==> config.mk <==
export PLATFORM = sky130hd
export DESIGN_NAME = bip_debug_unit
export DESIGN_NICKNAME = d
export VERILOG_FILES = /design/src/rtl/bip_debug_unit.sv
export SDC_FILE = /design/constraint.sdc
export NUM_CORES = 1
export LEC_CHECK = 0
export ABC_CLOCK_PERIOD_IN_PS = 2880
export CORE_MARGIN = 8
export CORE_UTILIZATION = 40
export CTS_CLUSTER_SIZE = 8
export DETAILED_ROUTE_END_ITERATION = 10
export SLEW_MARGIN = 20
export SYNTH_ARGS = -nofsm -noshare
export SYNTH_HDL_FRONTEND = slang
export SYNTH_SLANG_ARGS = --single-unit
export TNS_END_PERCENT = 20
==> constraint.sdc <==
create_clock -name CLK -period 2.88 [get_ports CLK]
set_clock_uncertainty 0.15 [all_clocks]
set_input_delay 0.576 -clock CLK [delete_from_list [all_inputs] [get_ports CLK]]
set_output_delay 0.576 -clock CLK [all_outputs]
set_load 0.03 [all_outputs]
==> src/rtl/bip_debug_unit.sv <==
// -----------------------------------------------------------------------------
// bip_debug_unit
//
// Run-control and result-dump stage between the UART byte interface and the
// BIP CPU. It waits for a start command byte, then enables the CPU until a HALT
// opcode is seen (or the cycle counter reaches TIMEOUT). It then streams a
// 6-byte frame {PC, ACC, CNT} (16 bits each, MSB first) to the UART transmitter.
//
// Parameters:
//   PC_W      width of the CPU program address (zero-extended to 16 bits)
//   DATA_W    width of the CPU accumulator
//   CNT_W     width of the executed-cycle counter
//   START_CMD RX byte that launches a run
//   TIMEOUT   cycle count that forces a dump when no HALT is seen
//
// Ports:
//   CLK          system clock, rising edge
//   RESET        synchronous, active-low reset
//   RX_DATA      received UART byte, valid while RX_DONE is high
//   RX_DONE      one-cycle receive strobe
//   TX_DONE      one-cycle strobe: current TX byte finished
//   INSTRUCTION  CPU instruction word, opcode in [15:11]
//   ADDR_PM      CPU program counter
//   ACC          CPU accumulator
//   CPU_EN       CPU clock enable (combinational)
//   TX_START     one-cycle strobe launching TX_DATA
//   TX_DATA      byte to transmit
//   BUSY         high whenever the block is not idle
// -----------------------------------------------------------------------------
module bip_debug_unit #(
  parameter int unsigned      PC_W      = 11,
  parameter int unsigned      DATA_W    = 16,
  parameter int unsigned      CNT_W     = 16,
  parameter logic [7:0]       START_CMD = 8'h73,
  parameter logic [CNT_W-1:0] TIMEOUT   = CNT_W'(16'hFFFF)
) (
  input  logic              CLK,
  input  logic              RESET,
  input  logic [7:0]        RX_DATA,
  input  logic              RX_DONE,
  input  logic              TX_DONE,
  input  logic [15:0]       INSTRUCTION,
  input  logic [PC_W-1:0]   ADDR_PM,
  input  logic [DATA_W-1:0] ACC,
  output logic              CPU_EN,
  output logic              TX_START,
  output logic [7:0]        TX_DATA,
  output logic              BUSY
);

  typedef enum logic [1:0] {
    IDLE    = 2'd0,
    RUN     = 2'd1,
    SEND    = 2'd2,
    WAIT_TX = 2'd3
  } state_t;

  localparam logic [2:0] LAST_IDX = 3'd5;

  state_t           r_state;
  state_t           w_next_state;
  logic [CNT_W-1:0] r_count;
  logic [CNT_W-1:0] w_count_next;
  logic [47:0]      r_shift;
  logic [47:0]      w_shift_next;
  logic [2:0]       r_idx;
  logic [2:0]       w_idx_next;

  logic             w_halt;
  logic             w_timeout;
  logic             w_start_cmd;
  logic [15:0]      w_pc16;
  logic [15:0]      w_acc16;
  logic [15:0]      w_cnt16;
  logic [47:0]      w_frame;
  logic             w_unused_operand;

  assign w_halt      = (INSTRUCTION[15:11] == 5'b00000);
  assign w_timeout   = (r_count == TIMEOUT);
  assign w_start_cmd = RX_DONE && (RX_DATA == START_CMD);

  // Only the opcode field matters here; operand bits are deliberately ignored.
  assign w_unused_operand = ^INSTRUCTION[10:0];

  assign w_pc16  = 16'(ADDR_PM);
  assign w_acc16 = 16'(ACC);
  assign w_cnt16 = 16'(r_count);
  assign w_frame = {w_pc16, w_acc16, w_cnt16};

  // The outgoing byte is always the top of the shift register, so it holds
  // steady through WAIT_TX and reads as zero after reset.
  assign TX_DATA = r_shift[47:40];
  assign BUSY    = (r_state != IDLE);

  always_ff @(posedge CLK) begin
    if (!RESET) begin
      r_state <= IDLE;
      r_count <= '0;
      r_shift <= '0;
      r_idx   <= '0;
    end else begin
      r_state <= w_next_state;
      r_count <= w_count_next;
      r_shift <= w_shift_next;
      r_idx   <= w_idx_next;
    end
  end

  always_comb begin
    w_next_state = r_state;
    w_count_next = r_count;
    w_shift_next = r_shift;
    w_idx_next   = r_idx;
    CPU_EN       = 1'b0;
    TX_START     = 1'b0;

    unique case (r_state)
      IDLE: begin
        if (w_start_cmd) begin
          w_next_state = RUN;
          w_count_next = '0;
        end
      end

      RUN: begin
        // CPU_EN is gated combinationally so the HALT instruction is never
        // executed and the PC stays on the HALT address for the dump.
        CPU_EN = !w_halt && !w_timeout;
        if (w_halt || w_timeout) begin
          w_shift_next = w_frame;
          w_idx_next   = '0;
          w_next_state = SEND;
        end else begin
          w_count_next = r_count + CNT_W'(1);
        end
      end

      SEND: begin
        TX_START     = 1'b1;
        w_next_state = WAIT_TX;
      end

      WAIT_TX: begin
        if (TX_DONE) begin
          w_shift_next = {r_shift[39:0], 8'h00};
          w_idx_next   = r_idx + 3'd1;
          w_next_state = (r_idx == LAST_IDX) ? IDLE : SEND;
        end
      end

      default: begin
        w_next_state = IDLE;
      end
    endcase
  end

endmodule

==> summary.md <==
| Metric | Value |
|---|---|
| Count of final setup violators | `0` |
| Commonest non-fill, non-tap cells in the layout | `69 x dfxtp_1, 52 x clkdlybuf4s50_1, 38 x o21a_1, 35 x o221a_1, 20 x nand2_1` |
| Via Count | `about 2600` |
| Detailed Routing Iterations Pass 1 | `4` |
| Metal3 WL | `approximately 320 µm` |
| WP buf/inv | `2` |
| Kind of critical path | `in -> out` |
| Final ANT Viol Nets | `0` |
| Clk_lat worst skew | `~0.34 ns` |
| Total of max-cap violations | `0` |
| Row count | `32` |
| Synth cell types | `slightly below 50` |
| Longest Clk Path Bufs | `2` |
| Synthesis-to-finish area growth | `25.5%` |
| Residual DRC count | `0` |
| Outcome | `complete, no violations` |
| Clock sink count | `a little under 70` |
| Critical Path End Type | `output pin` |
| Clock share of power | `between 40 and 50%` |
| Die height | `106 µm` |
| Final period util | `96.2%` |
| Cell Count, Final, Fillers Out | `487` |
| Routability-driven placement congestion ratio | `around 0.8` |
| Die W | `between 100 and 150 µm` |
| Data arrival time of the worst path | `a little over 2 ns` |
| Post-synth EDFFs | `0` |
| Warnings from Yosys | `0` |
| Vias in the first global route | `between 2000 and 2500` |
| Synth Area per Inst | `a little under 10 µm²` |
| First-pass GRT wire length | `~12 mm` |
| Worst Hold Class | `reg -> reg` |
| DP Wirelength | `approximately 5.3 mm` |
| Vias per Instance | `5.43` |
| Wirelength per Cell | `approximately 15 µm` |
| Routed wire length | `around 7.4 mm` |
| Setup TNS | `0 ns` |
| Cell Pwr Density | `roughly 460 mW/mm²` |
| Pin count of the biggest net entering global routing | `31` |
| Cells after Synth | `roughly 330` |
| GRT overflow | `0` |
| RSZ-0062 raised after global routing | `no` |
| Tmin final | `~2.8 ns` |
| DR top layer | `met4` |
| Asr flop ratio synth | `0%` |
| H-tree depth | `3` |
| Synthesized Nets | `between 300 and 400` |
| Antenna diode count | `0` |
| Worst IR Drop VDD | `between 0.2 and 0.25 mV` |
| Die area | `approximately 0.011 mm²` |
| P_int | `about 1.4 mW` |
| CTS tree | `yes` |
| Most used DFF post-synth | `dfxtp_1` |
| Worst setup SP type | `primary input` |
| Starting Density | `~42%` |
| I/O pin cnt | `66` |
| CP Cell Sequence | `clkdlybuf4s50_1 -> or4_1 -> nor2_4 -> nor3_2 -> buf_4` |
| Least-Margin Pin Slew | `about 0.53 ns` |
| Core area | `about 0.0078 mm²` |
| Sw Share | `a little under a quarter` |
| Gate power share | `8.4%` |
| Yosys reg bits | `just under 70` |
| Wl on met1 | `between 3 and 4 mm` |
| Metal2 WL | `around 3.4 mm` |
| Slew Viols, Final | `0` |
| Delay-heaviest family, CP | `simple AND/OR/NAND/NOR gates` |
| Gr usage total | `between 10% and 20%` |
| Clock slew at reported path FFs | `about 0.07 ns` |
| Starting DRT DRC Count | `85` |
| Layout cell share with drive strength beyond 1 | `between 10% and 20%` |
| Max Fclk | `about 360 MHz` |
| Final Hold Viols | `0` |
| Leakage power | `approximately 1.5 nW` |
| Critical Path Max Stage Delay | `around 0.59 ns` |
| Share of power burned in registers | `slightly above 50%` |
| Number of port buffers | `54` |
| Net Sw Power | `roughly 0.43 mW` |
| Slew headroom | `64.5%` |
| Seq/Total Area, Yosys | `roughly 43%` |
| Slowest library cell on the worst path | `or4_1` |
| Commonest non-fill, non-tap cell in the layout | `dfxtp_1` |
| Net count reported at finish | `approximately 440` |
| Synth Cell Area | `0.00323 mm²` |
| Hold buffer count at cts | `0` |
| Placed Cells | `approximately 470` |
| CTS Buf Count | `9` |
| Initial antenna violation count | `0` |
| Critical Path RT | `between 2 and 2.5 ns` |
| Root Driver | `clkbuf_8` |
| Worst Path Max Fanout | `6` |
## final timing paths
kind	depth (start not counted)	endpoint	start	slack, ns
max	5	CPU_EN	INSTRUCTION[11]	0.11
min reg2reg	1	r_shift[24]	r_shift[24]	0.32
min	1	r_shift[24]	r_shift[24]	0.32
max reg2reg	7	r_shift[13]	r_count[1]	0.61
## synthesized netlist by cell type (2+ instances only)
cell	n	share of area [%]
nand2_1	20	2.3
or4_1	3	0.70
a31oi_1	6	1.2
nor2_1	18	2.1
a22o_1	2	0.54
buf_1	4	0.47
and4_1	2	0.54
inv_1	8	0.93
a21oi_1	10	1.6
buf_6	4	1.4
nor4_1	6	1.2
ha_1	3	1.2
nor2b_1	4	0.78
nand4_1	11	2.1
dfxtp_1	69	43
and3_1	4	0.78
nand4b_1	2	0.54
mux2i_1	7	2.2
nand2b_1	3	0.58
buf_2	5	0.78
buf_4	8	1.9
xor2_1	2	0.54
nor3_1	2	0.31
nand3_1	9	1.4
o21ai_1	5	0.78
o221a_1	35	12
o21a_1	38	8.8
nor3_2	2	0.62
o21ai_0	12	1.9
clkbuf_1	10	1.2
## through the flow
| stage | cell area, µm² | power (mW) | utilization [%] | hold WS, ns | setup WS, ns |
|---|---|---|---|---|---|
| after CTS | 4050 | 1.90 | 52.1 | 0.320 | 0.0766 |
| after global placement | 3860 | 1.14 | 49.7 | 0.295 | 0.0979 |
| final | 4050 | 1.87 | 52.1 | 0.316 | 0.110 |
| after global routing | 4050 | 1.95 | 52.1 | 0.329 | 0.0647 |
| after floorplan | 3230 | 1.05 | - | 0.290 | 0.650 |
| after detailed placement | 3860 | 1.14 | 49.7 | 0.302 | 0.0723 |
## metal layers
layer	GRT usage, %	vias to the layer above
met4	5.63	0
li1	-	1358
met3	4.81	13
met5	0	-
met1	16.9	1230
met2	20.2	44
## registers in the layout, indices dropped and copies added, names as in the netlist
| signal | cells |
|---|---|
| r_shift | 48 |
| r_count | 16 |
| r_idx | 3 |
| r_state | 2 |
## power by group through the flow
stage,Clock [mW],Sequential (mW),Combinational (mW)
4_1_cts,0.780,0.962,0.159
3_5_place_dp,0,0.985,0.158
2_1_floorplan,0,0.983,0.0698
3_3_place_gp,0,0.984,0.157
5_1_grt,0.820,0.963,0.169
6_report,0.750,0.963,0.157
## layout make-up
cell class,count,area [µm²]
fill,742,3720
multi-input combinational,225,1650
sequential,69,1380
timing repair buffer,68,676
tap,102,128
clock buffer,9,124
clock inverter,6,65.1
inverter,8,30.0
## logic make-up after synthesis
family | synth area share (%)
flip-flops | 42.8
buffers and inverters | 6.59
adder cells (fa/ha/maj) | 1.16
multiplexers | 2.17
AO/OA/AOI/OAI | 28.8
XOR/XNOR | 0.543
AND/OR/NAND/NOR | 17.9
## timing repair
action	CTS	global route
hold endpoints to repair	0	0
gates resized for setup	0	0
endpoints found under the setup margin	0	1
buffers inserted	0	0
Note: power is estimated with default switching activity, not from simulation.
